--- src/rtl/sample_tx_if.sv ---
// Sample serializer bus: controller word handshake plus UART byte handshake.
// Latency: none (signal bundle only).
// Backpressure: rdy_o gates word strobes; xrdy_i gates byte strobes.
//
// Ports (signals in the bundle):
//   stb_i   word strobe from the capture controller, sampled only while rdy_o=1
//   data_i  sample word, 8*NBYTES bits
//   dis_i   channel-group disable mask, bit i=1 skips byte i
//   rdy_o   serializer idle; drives the controller's tx-ready input
//   xdata_o byte to the UART transmitter
//   xstb_o  one-cycle byte strobe to the UART transmitter
//   xrdy_i  UART transmitter idle and able to take a byte
//
// Modports: slave is the serializer's view, master is the environment's view
// (controller and UART together).
interface sample_tx_if #(
    parameter int NBYTES = 4
);
    logic                  stb_i;
    logic [8*NBYTES-1:0]   data_i;
    logic [NBYTES-1:0]     dis_i;
    logic                  rdy_o;
    logic [7:0]            xdata_o;
    logic                  xstb_o;
    logic                  xrdy_i;

    modport slave (
        input  stb_i,
        input  data_i,
        input  dis_i,
        input  xrdy_i,
        output rdy_o,
        output xdata_o,
        output xstb_o
    );

    modport master (
        output stb_i,
        output data_i,
        output dis_i,
        output xrdy_i,
        input  rdy_o,
        input  xdata_o,
        input  xstb_o
    );
endinterface

--- src/rtl/sample_tx.sv ---
// Sample word to byte serializer: sends enabled bytes of a word LSB first to the UART.
// Latency: first byte strobe 1 cycle after word accept; 2k+1 cycles per word of k bytes.
// Backpressure: rdy_o low while busy (extra strobes dropped); waits in SEND while xrdy_i=0.
//
// Ports:
//   clk_i   system clock, rising edge
//   rst_in  asynchronous active-low reset
//   bus     sample_tx_if slave modport (word in, byte out, see the interface file)
module sample_tx #(
    parameter int NBYTES = 4
) (
    input  logic       clk_i,
    input  logic       rst_in,
    sample_tx_if.slave bus
);

    typedef enum logic [1:0] {
        IDLE = 2'd0,
        SEND = 2'd1,
        GAP  = 2'd2
    } state_t;

    state_t                state_q, state_d;
    logic [8*NBYTES-1:0]   word_q,  word_d;
    logic [NBYTES-1:0]     pend_q,  pend_d;
    logic [7:0]            xdata_q, xdata_d;
    logic                  xstb_q,  xstb_d;

    // Lowest pending byte, as a one-hot mask, and the byte it selects.
    logic [NBYTES-1:0]     low_bit;
    logic [7:0]            sel_byte;

    // x & -x isolates the lowest set bit; bytes therefore leave LSB first.
    always_comb begin
        low_bit  = pend_q & (~pend_q + NBYTES'(1));
        sel_byte = 8'h00;
        for (int i = 0; i < NBYTES; i++) begin
            if (low_bit[i]) begin
                sel_byte = word_q[8*i +: 8];
            end
        end
    end

    always_comb begin
        state_d = state_q;
        word_d  = word_q;
        pend_d  = pend_q;
        xdata_d = xdata_q;
        // Byte strobe is a single-cycle pulse; only the SEND issue path raises it.
        xstb_d  = 1'b0;

        case (state_q)
            IDLE: begin
                if (bus.stb_i) begin
                    word_d  = bus.data_i;
                    pend_d  = ~bus.dis_i;
                    state_d = SEND;
                end
            end

            SEND: begin
                // A fully disabled word lands here with nothing pending and
                // returns to IDLE after one busy cycle without a strobe.
                if (pend_q == '0) begin
                    state_d = IDLE;
                end else if (bus.xrdy_i) begin
                    xdata_d = sel_byte;
                    xstb_d  = 1'b1;
                    pend_d  = pend_q & ~low_bit;
                    state_d = GAP;
                end
            end

            // The UART needs a cycle to drop its ready after a strobe, so
            // xrdy_i is not trusted here.
            GAP: begin
                state_d = SEND;
            end

            default: begin
                state_d = IDLE;
            end
        endcase
    end

    always_ff @(posedge clk_i or negedge rst_in) begin
        if (!rst_in) begin
            state_q <= IDLE;
            word_q  <= '0;
            pend_q  <= '0;
            xdata_q <= 8'h00;
            xstb_q  <= 1'b0;
        end else begin
            state_q <= state_d;
            word_q  <= word_d;
            pend_q  <= pend_d;
            xdata_q <= xdata_d;
            xstb_q  <= xstb_d;
        end
    end

    assign bus.rdy_o   = (state_q == IDLE);
    assign bus.xdata_o = xdata_q;
    assign bus.xstb_o  = xstb_q;

endmodule

--- src/flat_wrapper.sv ---
// flat-port wrapper written by rule: the top's interface ports become plain ports
module sample_tx_flat 
#(
    parameter int NBYTES = 4
)
  (clk_i, rst_in, bus_stb_i, bus_data_i, bus_dis_i, bus_xrdy_i, bus_rdy_o, bus_xdata_o, bus_xstb_o);
  sample_tx_if #(.NBYTES(NBYTES)) bus_i ();
  input  logic clk_i;
  input  logic rst_in;
  input wire logic [$bits(bus_i.stb_i)-1:0] bus_stb_i;
  input wire logic [$bits(bus_i.data_i)-1:0] bus_data_i;
  input wire logic [$bits(bus_i.dis_i)-1:0] bus_dis_i;
  input wire logic [$bits(bus_i.xrdy_i)-1:0] bus_xrdy_i;
  output wire logic [$bits(bus_i.rdy_o)-1:0] bus_rdy_o;
  output wire logic [$bits(bus_i.xdata_o)-1:0] bus_xdata_o;
  output wire logic [$bits(bus_i.xstb_o)-1:0] bus_xstb_o;
  assign bus_i.stb_i = bus_stb_i;
  assign bus_i.data_i = bus_data_i;
  assign bus_i.dis_i = bus_dis_i;
  assign bus_i.xrdy_i = bus_xrdy_i;
  assign bus_rdy_o = bus_i.rdy_o;
  assign bus_xdata_o = bus_i.xdata_o;
  assign bus_xstb_o = bus_i.xstb_o;
  sample_tx #(.NBYTES(NBYTES)) u_core (.clk_i(clk_i), .rst_in(rst_in), .bus(bus_i));
endmodule
--- config.mk ---
export PLATFORM = sky130hd
export DESIGN_NAME = sample_tx_flat
export DESIGN_NICKNAME = d
export VERILOG_FILES = /design/src/rtl/sample_tx_if.sv /design/src/rtl/sample_tx.sv /design/src/flat_wrapper.sv
export SDC_FILE = /design/constraint.sdc
export NUM_CORES = 1
export LEC_CHECK = 0
export CAP_MARGIN = 0
export CORE_AREA = 2 2 114 83
export CTS_CLUSTER_SIZE = 28
export DETAILED_ROUTE_END_ITERATION = 8
export DIE_AREA = 0 0 116 85
export PLACE_DENSITY_LB_ADDON = 0.25
export SYNTH_ARGS = -nofsm -noshare
export SYNTH_HDL_FRONTEND = slang
export SYNTH_SLANG_ARGS = --single-unit
--- constraint.sdc ---
create_clock -name clk_i -period 1.7 [get_ports clk_i]
set_input_delay 0.34 -clock clk_i [delete_from_list [all_inputs] [get_ports clk_i]]
set_output_delay 0.34 -clock clk_i [all_outputs]
set_load 0.05 [all_outputs]
==> results of run 1 <==
worst max-delay path, delay by kind of cell (launching register included):
kind	cells	cell delay [ns]
and+or+nand+nor	2	0.86
DFF	1	0.37
buffers and inverters	1	0.18
AOI/OAI and AO/OA	1	0.10
what timing repair did:
action | 4_1_cts | 5_1_grt
endpoints found under the hold margin | 13 | 0
gates resized for setup | 0 | 1
buffers inserted | 0 | 0
hold buffers | 1 | 0
setup endpoints to repair | 0 | 8
state kept, by name, indices dropped and copies added (netlist names):
name	cells
u_core.bus.xstb_o	1
u_core.pend_q	4
u_core.bus.xdata_o	8
u_core.word_q	32
u_core.state_q	2
power groups by stage:
| stage | registers [W] | logic (W) | clock network, W |
|---|---|---|---|
| 6_report | 0.00196 | 0.00278 | 0.000947 |
| 5_1_grt | 0.00202 | 0.00310 | 0.00104 |
| 4_1_cts | 0.00196 | 0.00282 | 0.000970 |
| 3_5_place_dp | 0.00199 | 0.00281 | 0 |
| 3_3_place_gp | 0.00197 | 0.00276 | 0 |
| 2_1_floorplan | 0.00228 | 0.00151 | 0 |
per-stage QoR:
| stage | power, W | util (%) | cell area, um^2 | setup TNS (ns) | hold WS, ns |
|---|---|---|---|---|---|
| after floorplan | 0.00379 | - | 2150 | 0 | 0.0444 |
| after global placement | 0.00474 | 32.5 | 2860 | -0.0188 | 0.264 |
| after detailed placement | 0.00479 | 32.5 | 2860 | 0 | 0.266 |
| after CTS | 0.00575 | 34.2 | 3000 | 0 | 0.480 |
| after global routing | 0.00616 | 34.2 | 3000 | 0 | 0.491 |
| final | 0.00569 | 34.2 | 3000 | 0 | 0.474 |
final cells by class:
cell class	count	area, um^2
Clock buffer	7	133
Fill cell	942	5780
Timing Repair Buffer	68	631
Sequential cell	47	1180
Multi-Input combinational cell	184	901
Clock inverter	1	5.00
Tap cell	124	155
Inverter	1	3.75
worst paths after layout:
check                           depth (start not counted)               endpoint  slack (ns)
worst min register to register                          2       u_core.word_q[6]        0.47
min in group asynchronous                               2      u_core.state_q[0]        0.49
worst max register to register                          4  u_core.bus.xdata_o[4]        0.11
worst max-delay path                                    4  u_core.bus.xdata_o[4]        0.11
worst min-delay path                                    2       u_core.word_q[6]        0.47
max in group asynchronous                               3      u_core.word_q[13]        0.71
cells by family after synthesis:
logic type,synth area share (%)
and+or+nand+nor,26.8
DFF,54.8
AOI/OAI and AO/OA,11.1
buffers and inverters,3.56
muxes,3.73
cell usage in the layout, fill, tap and decap left out, drive strengths merged:
cell,netlist,final
clkinv,0,1
nor4b,1,1
a21oi,10,10
dlygate4sd3,0,1
dfrtp,47,47
and3,2,2
or4,1,1
nand3,8,8
buf,5,29
clkbuf,10,7
nor2b,2,2
o21ai,12,12
inv,1,1
a22oi,8,8
mux2i,8,8
or2,1,1
o31a,1,1
nand2,115,115
nor2,11,11
nor3b,1,1
o32ai,1,1
o22ai,2,2
clkdlybuf4s50,0,38
routing by layer:
layer	vias to the layer above	share of wire [%]
li1	920	-
met1	803	53
met2	40	40
met3	7	5.0
met4	0	1.7
met5	-	0
==> results.ini, run 1 <==
[synthesis]
synth_fp_nets=287
yosys.cell_count.top_type=nand2_1
post_synth_inst_count=247
yosys-top-cells-area=dfrtp_1, nand2_1, mux2i_1, a21oi_2, o21ai_0
yosys_most_used_dff=dfrtp_1
synthDominantAreaCellType=dfrtp_1
most_numerous_cell_types_in_the_synthesized_netlist=nand2_1, dfrtp_1, o21ai_0, nor2_1, clkbuf_1
synth_area_per_cell_um2=8.68
post_synth_edffs=0
synth_seq_area_share_pct=54.8
synth.yosys.warnings=0
synth-async-reset-ratio_pct=100
synth_top_area_share_pct=54.8
synth_seq_cells=47
synthesis.area_um2=2140
synth.distinct_cells=23

[hold_path]
hold_path_class=flop to flop
timing.hold.worst.start=u_core.word_q[6]

[global_route]
grt_overflow_total=0
global_route.usage.met3_pct=3.14
first_pass_grt_wire_length_um=9250
grt_antenna_before_repair=0
met2_usage_pct=16.2
global_route.usage.met1_pct=19.3
grt_max_degree=35
vias_in_the_first_global_route=1831
globalRoute.busiestLayer=met1
grt_use_total_pct=12.4

[sta]
timing_max_transition_violations_final=0
fin_ws_ns=0.113
max_slew_margin_pct=74.7
period_needed_ns=1.59
setup_repair_after_global_routing_missed_its_margin=no
setup_viol=0
final_min_period_over_clock_period_pct=93.3
finClkSkew_ns=0.00399
hold_violations=0
tightest_slew_ns=0.380
timing.fmax_mhz=630

[power_and_ir_drop]
pwr_density_cell_nw_per_um2=1890
p_int_w=0.00328
leakagePower_nw=1.40
power.clock.fraction_pct=16.7
power.share.switching_pct=42.4
vdd_ir_drop_max_uv=534
power_frac_seq_pct=34.4
combinationalPowerShare_pct=48.9
p_switching_w=0.00241

[detailed_routing]
vias_per_cell=4.10
route.detailed.drc=0
wl_per_cell_um=12.7
detail_route.first_pass.iterations=4
vias=1770
detailedRoute.firstIterationViolations=107
finalWirelength_um=5480
route.antenna.remaining_nets=0

[placed_design]
placedCellCount=423
dp_slack_ns=0.0116
dpl.hpwl_um=4060
final_weighted_congestion_in_routability_driven_placement=0.750
portBuffers=49

[cts]
clk_pin_slew_worst_paths_ns=0.06
clock_tree_from_tritoncts=done
cts_inserted_buffers=5
clock-sinks=47
clk_latency_ns=0.29
htree_num_levels=2
cts-root-buf=clkbuf_16
clock_path_buffers=2

[die]
io_pins=50
die_ht_um=85
std_cell_rows=29
fp.dieW_um=116
die_area_um2=9860
core_area_um2=8780
initial_core_util_pct=24.4

[cells_and_area]
final_layout_size_suffix_gt1_share_pct=15.9
n_antenna_cell=0
fin_nets=347
synthToLayoutAreaGrowth_pct=40.1
finish.cell_count_without_fillers=432

[critical_path]
criticalPathCategory=flop to flop
reg_to_reg_critical_path_startpoint=u_core.pend_q[1]
critical_path_peak_fanout=14
cpPeakStageDelay_ns=0.54
crit_path_top_delay_cell=or4_1
worstPathCellList=or4_1, and3_2, buf_4, a21oi_2
cp_data_required_time_ns=1.92
startpoint=u_core.pend_q[1]
worst_ep_arrival_time_ns=1.80
endpoint_kind=flop
critical_path.startpoint_type=flop

[status]
result_of_the_run=finished clean

[run]
timing.max_cap.violations=0

No activity file was read; power rests on OpenSTA's default activity.
==> inputs of run 2 (changes only) <==
--- a/config.mk
+++ b/config.mk
@@ -5,7 +5,6 @@
 export SDC_FILE = /design/constraint.sdc
 export NUM_CORES = 1
 export LEC_CHECK = 0
-export CAP_MARGIN = 0
 export CORE_AREA = 2 2 114 83
 export CTS_CLUSTER_SIZE = 28
 export DETAILED_ROUTE_END_ITERATION = 8
==> results of run 2 <==
No change in the layout: final DEF, timing and power equal those of run 1.
